### config.mk
export PLATFORM = sky130hd
export DESIGN_NAME = mem_port_arbiter
export DESIGN_NICKNAME = d
export VERILOG_FILES = /design/src/rtl/mem_port_arbiter.sv
export SDC_FILE = /design/constraint.sdc
export NUM_CORES = 1
export LEC_CHECK = 0
export ABC_AREA = 1
export CORE_AREA = 2 2 118 120
export CTS_BUF_LIST = sky130_fd_sc_hd__clkbuf_8
export CTS_CLUSTER_DIAMETER = 60
export DETAILED_ROUTE_END_ITERATION = 16
export DIE_AREA = 0 0 120 122
export PLACE_DENSITY_LB_ADDON = 0.2
export SLEW_MARGIN = 15
export SYNTH_ARGS = -nofsm -noshare
export SYNTH_HDL_FRONTEND = slang
export SYNTH_SLANG_ARGS = --single-unit
### constraint.sdc
create_clock -name clk -period 2.25 [get_ports clk]
set_clock_uncertainty 0.1 [all_clocks]
set_input_delay 0.45 -clock clk [delete_from_list [all_inputs] [get_ports clk]]
set_output_delay 0.45 -clock clk [all_outputs]
set_load 0.02 [all_outputs]
### src/rtl/mem_port_arbiter.sv
// Single-port memory arbiter for the dm/im/dbg requesters with fixed-latency read return.
// Optional build macro ARB_AGING_EN promotes a starved im/dbg request above dm.
module mem_port_arbiter #(
  parameter int ADDR_W       = 32,
  parameter int DATA_W       = 32,
  parameter int RD_LAT       = 1,
  parameter int STARVE_LIMIT = 8
) (
  input  logic              clk,
  input  logic              rst,
  input  logic              dm_req,
  input  logic              dm_we,
  input  logic [ADDR_W-1:0] dm_addr,
  input  logic [DATA_W-1:0] dm_wdata,
  output logic              dm_gnt,
  output logic              dm_rvalid,
  input  logic              im_req,
  input  logic [ADDR_W-1:0] im_addr,
  output logic              im_gnt,
  output logic              im_rvalid,
  input  logic              dbg_req,
  input  logic              dbg_we,
  input  logic [ADDR_W-1:0] dbg_addr,
  input  logic [DATA_W-1:0] dbg_wdata,
  output logic              dbg_gnt,
  output logic              dbg_rvalid,
  output logic [DATA_W-1:0] rdata,
  output logic              stall_fetch,
  output logic              mem_en,
  output logic              mem_we,
  output logic [ADDR_W-1:0] mem_addr,
  output logic [DATA_W-1:0] mem_wdata,
  input  logic [DATA_W-1:0] mem_rdata
);

  localparam logic [1:0] ID_DM  = 2'd0;
  localparam logic [1:0] ID_IM  = 2'd1;
  localparam logic [1:0] ID_DBG = 2'd2;

  logic       w_dm_gnt, w_im_gnt, w_dbg_gnt, w_any_gnt;
  logic       w_im_prom, w_dbg_prom;
  logic [1:0] w_gnt_id;
  logic       r_tag_vld_p [RD_LAT];
  logic [1:0] r_tag_id_p  [RD_LAT];
  logic       w_tail_vld;
  logic [1:0] w_tail_id;

`ifdef ARB_AGING_EN
  localparam int              CNT_W   = $clog2(STARVE_LIMIT + 1);
  localparam logic [CNT_W-1:0] CNT_MAX = CNT_W'(STARVE_LIMIT);

  logic [CNT_W-1:0] r_im_age, r_dbg_age;

  assign w_im_prom  = im_req  && (r_im_age  == CNT_MAX);
  assign w_dbg_prom = dbg_req && (r_dbg_age == CNT_MAX);

  // Wait counters: count lost cycles, saturate, restart on grant or withdrawn request
  always_ff @(posedge clk or negedge rst) begin
    if (!rst) begin
      r_im_age  <= '0;
      r_dbg_age <= '0;
    end else begin
      if (!im_req || w_im_gnt)
        r_im_age <= '0;
      else if (r_im_age != CNT_MAX)
        r_im_age <= r_im_age + 1'b1;
      if (!dbg_req || w_dbg_gnt)
        r_dbg_age <= '0;
      else if (r_dbg_age != CNT_MAX)
        r_dbg_age <= r_dbg_age + 1'b1;
    end
  end
`else
  assign w_im_prom  = 1'b0;
  assign w_dbg_prom = 1'b0;
`endif

  // Grant decision; a promoted requester jumps ahead of dm, im first if both are promoted
  always_comb begin
    w_dm_gnt  = 1'b0;
    w_im_gnt  = 1'b0;
    w_dbg_gnt = 1'b0;
    if (rst) begin
      if (w_im_prom)       w_im_gnt  = 1'b1;
      else if (w_dbg_prom) w_dbg_gnt = 1'b1;
      else if (dm_req)     w_dm_gnt  = 1'b1;
      else if (im_req)     w_im_gnt  = 1'b1;
      else if (dbg_req)    w_dbg_gnt = 1'b1;
    end
  end

  assign w_any_gnt = w_dm_gnt | w_im_gnt | w_dbg_gnt;

  always_comb begin
    w_gnt_id  = ID_DM;
    mem_we    = 1'b0;
    mem_addr  = '0;
    mem_wdata = '0;
    if (w_dm_gnt) begin
      w_gnt_id  = ID_DM;
      mem_we    = dm_we;
      mem_addr  = dm_addr;
      mem_wdata = dm_wdata;
    end else if (w_im_gnt) begin
      w_gnt_id  = ID_IM;
      mem_addr  = im_addr;
    end else if (w_dbg_gnt) begin
      w_gnt_id  = ID_DBG;
      mem_we    = dbg_we;
      mem_addr  = dbg_addr;
      mem_wdata = dbg_wdata;
    end
  end

  assign mem_en      = w_any_gnt;
  assign dm_gnt      = w_dm_gnt;
  assign im_gnt      = w_im_gnt;
  assign dbg_gnt     = w_dbg_gnt;
  assign stall_fetch = rst && im_req && !w_im_gnt;

  // Tag pipeline p0..p(RD_LAT-1): only reads are tracked, writes retire at grant
  always_ff @(posedge clk or negedge rst) begin
    if (!rst) begin
      for (int i = 0; i < RD_LAT; i++) begin
        r_tag_vld_p[i] <= 1'b0;
        r_tag_id_p[i]  <= ID_DM;
      end
    end else begin
      r_tag_vld_p[0] <= w_any_gnt && !mem_we;
      r_tag_id_p[0]  <= w_gnt_id;
      for (int i = 1; i < RD_LAT; i++) begin
        r_tag_vld_p[i] <= r_tag_vld_p[i-1];
        r_tag_id_p[i]  <= r_tag_id_p[i-1];
      end
    end
  end

  // Tail stage lines up with the memory's read data
  assign w_tail_vld = r_tag_vld_p[RD_LAT-1];
  assign w_tail_id  = r_tag_id_p[RD_LAT-1];

  assign dm_rvalid  = w_tail_vld && (w_tail_id == ID_DM);
  assign im_rvalid  = w_tail_vld && (w_tail_id == ID_IM);
  assign dbg_rvalid = w_tail_vld && (w_tail_id == ID_DBG);
  assign rdata      = w_tail_vld ? mem_rdata : '0;

endmodule

# [Word level (Yosys, flattened, before mapping)]
# Cells that the tools add are included.
[op_classes] n_eq_ne=2 n_mux=22 bitwise_logic=2 n_reduce_logical=9
[ops] op="two-way mux 32 bit" n=7
[ops] op="two-way mux 1 bit" n=12
[ops] op="logical AND 1 bit" n=6
[ops] op="two-way mux 2 bit" n=3
[ops] op="== test 2 x 1 -> 1 bit (second input constant)" n=1
[ops] op="== test 2 bit (second input constant)" n=1
[ops] op="zero test 1 bit" n=2
[ops] op="zero test 2 bit" n=1
[ops] op="bitwise OR 1 bit" n=2
[totals] reg_bits=3 inputBits=199 output_inout_bits=105 word_cells=37

# [Depth between registers and ports, before layout]
[depth] word_depth=9 ltp_mapped=7 mapped_depth_nobuf=5

# [Worst setup path after synthesis]
# No wires, ideal clock.
[synth_timing] path_kind="input to output" from="input dm_req" to="output mem_addr[19]" t_arrival_ns=1.230 t_required_ns=1.700 setup_slack_ns=0.470 path_stages=6 path_buffers=1 path_cell_list="inv_2 > nand2_2 > nor2_2 > buf_2 > nand2_1 > nand3_1"
[synth_between] elab_cells_between_ends=9 classes_between="mux: 9"
[synth_rtl] element="start: declaration" line_no="11" text="input logic dm_req,"
[synth_rtl] element="two-way mux 1 bit" line_no="86" text="else if (dm_req) w_dm_gnt = 1'b1;"
[synth_rtl] element="two-way mux 1 bit" line_no="83" text="if (rst) begin"
[synth_rtl] element="named net im_gnt" line_no="19" text="output logic im_gnt,"
[synth_rtl] element="two-way mux 32 bit" line_no="104" text="end else if (w_im_gnt) begin"
[synth_rtl] element="two-way mux 32 bit" line_no="99" text="if (w_dm_gnt) begin"
[synth_rtl] element="end: declaration" line_no="31" text="output logic [ADDR_W-1:0] mem_addr,"
# The timed path passes the listed nets, and every way through them passes these cells.

# [Final worst setup path]
[layout_timing] from="input mem_rdata[10]" to="output rdata[10]"
[layout_between] elab_chain_len=1
[layout_lines] element="start: declaration" line_no="33" text="input logic [DATA_W-1:0] mem_rdata"
[layout_lines] element="two-way mux 32 bit" line_no="145" text="assign rdata = w_tail_vld ? mem_rdata : '0;"
[layout_lines] element="end: declaration" line_no="27" text="output logic [DATA_W-1:0] rdata,"
# No other way between the ends.

==> run_results.csv <==
group,metric,value,unit
critical_path,setup.worst_path.start,"mem_rdata[10]",
floorplanning,core,13500,um2
floorplanning,initial_core_util,10.7,%
clock_tree,clock_sinks,3,
yosys,ys_seq_elements,3,
detailed_routing,detail-route-antenna-nets,0,
timing,tns,0,ns
global_route,grt_use_total,12.6,%
timing,tightest_slew,0.250,ns
timing,slew_violations,0,
global_route,grt_pass1_wl,14800,um
min_path,hp-class,"in -> async",
yosys,synth.area.top_cells,"nand2_1 60%, nand3_1 11%, inv_1 9.6%",
yosys,yosysWarningCount,0,
finish,finalInstanceArea,4900,um2
finish,antennaDiodeCount,0,
critical_path,crit_buf_inv,3,
power,vdd_drop_max,0.000115,V
detailed_routing,finalWirelength,10800,um
clock_tree,clockBufferDepth,2,
critical_path,crit_fanout,1,
clock_tree,ctsHoldBuffers,0,
global_route,grt_pass1_vias,3060,
critical_path,crit_required,1.70,ns
power,leakagePower,2.54,nW
placed_design,io_buffers,303,
finish,area_growth,240,%
placed_design,place_congestion,0.723,
timing,max_slew_margin,83.2,%
yosys,syn-cell-area,1440,um2
timing,finalCriticalPeriod,2.19,ns
critical_path,cpPeakStageDelay,0.59,ns
detailed_routing,vias_per_cell,3.82,
detailed_routing,vias,3188,
yosys,yosys.cell_types.count,14,
run_status,status,"complete, no violations",
critical_path,crit_slowest_cell,"clkdlybuf4s50_1",
clock_tree,h-tree-depth,1,
placed_design,place_area,4740,um2
global_route,overflow,0,
critical_path,critPathLaunchType,"input pin",
critical_path,worstPathCellList,"clkdlybuf4s50_1 -> nand2_1 -> inv_1 -> clkdlybuf4s50_1",
clock_tree,cts_inserted_buffers,3,
timing,final-setup-viol-count,0,
yosys,syn_nets,539,
critical_path,cp.arrival,1.64,ns
power,power-per-cell-area,231,nW/um2
global_route,antenna_found_initial,0,
finish,mostFrequentLayoutCells,"229 x clkdlybuf4s50_1, 227 x nand2_1, 38 x inv_1",
yosys,synth_top_area_cell,"nand2_1",
placed_design,hpwl,8150,um
yosys,synthCells,340,
timing,min_period_over_period,97.1,%
clock_tree,cts-root-buf,"clkbuf_8",
clock_tree,cts.clk_slew.worst_paths,0.03,ns
timing,rsz0062_at_grt,"no",
clock_tree,cts_tree,"yes",
placed_design,post-place-ws,-0.581,ns
timing,final.setup.worst_slack,0.0648,ns
detailed_routing,wire_per_inst,12.9,um
global_route,grt_max_degree,42,
critical_path,cp_common_cell,"clkdlybuf4s50_1",
detailed_routing,drt_iter0_markers,67,
floorplanning,io-pin-count,304,
finish,layout_commonest_cell,"clkdlybuf4s50_1",
yosys,ys_seq_area_share,5.21,%
power,finalPower,1.13,mW
yosys,avgSynthCellArea,4.24,um2
detailed_routing,drc_errors,0,
floorplanning,chipWidth,120,um
floorplanning,die_area,14600,um2
critical_path,critPathCaptureType,"output pin",
yosys,synth.top_cell.area_share,59.6,%
timing,whs,0.258,ns
timing,hold_violations,0,
floorplanning,fp.dieH,122,um
floorplanning,num_rows,43,
critical_path,crit_family,"buffers and inverters",
finish,layout-drive-gt1-share,17.7,%
flow_run,drv_cap,0,
timing,fmax,0.458,GHz
detailed_routing,detailedRoute.firstPassIterationCount,4,
critical_path,critPathKind,"in -> out",
finish,nNetsFinal,855,
[Yosys cell counts]
library cell,count
a21oi_1,1
inv_1,37
buf_4,2
nor3_1,2
nand3_1,33
inv_2,3
buf_6,4
clkbuf_1,6
buf_2,9
nand2_2,1
nand2_1,229
dfrtp_1,3
nor2_2,2
nor2_1,8
[cell type report]
class                      instances  area [um2]
clock buffer                       3        41.3
clock inverter                     1        3.75
fill                            1453        8600
inverter                          40         150
multi-input combinational        276        1160
sequential                         3        75.1
tap                              180         225
timing repair buffer             332        3240
[metrics by stage]
step,instances,util [%]
after floorplan,340,-
after global placement,816,35.1
after detailed placement,816,35.1
after CTS,831,35.8
after global routing,835,36.3
final,835,36.3
[power by group]
part	internal (mW)	leakage, nW	switching (mW)
clock network	0.116	0.0269	0.0341
registers	0.0571	0.0396	0.00204
logic	0.542	2.47	0.382
[sequential cells by signal, indices dropped and copies added (netlist names)]
name,cells
r_tag_id_p,2
r_tag_vld_p,1
[timing repair]
| action | CTS | global route |
|---|---|---|
| endpoints found under the setup margin | 70 | 52 |
| gates cloned | 4 | 2 |
| resized for setup | 277 | 61 |
| pin swaps | 1 | 1 |
| setup buffers | 7 | 3 |
[path summary, 6_finish.rpt]
check,end,cells past startpoint
worst max-delay path,rdata[10],4
worst min-delay path,r_tag_id_p[1],2
max in group asynchronous,r_tag_vld_p,2
min in group clk,r_tag_id_p[1],5
[cells by family after synthesis]
group	synth area share (%)
AND/OR/NAND/NOR	75.2
flip-flops	5.21
buffers and inverters	19.3
AO/OA/AOI/OAI	0.347
[per-layer routing]
metal	GRT usage, %	vias up	share of wire, %
met1	12.2	1367	34
met3	2.06	12	8.2
met4	3.75	0	1.7
li1	-	1628	-
met5	0	-	0
met2	26.6	181	56
(Power assumes the default switching activity.)
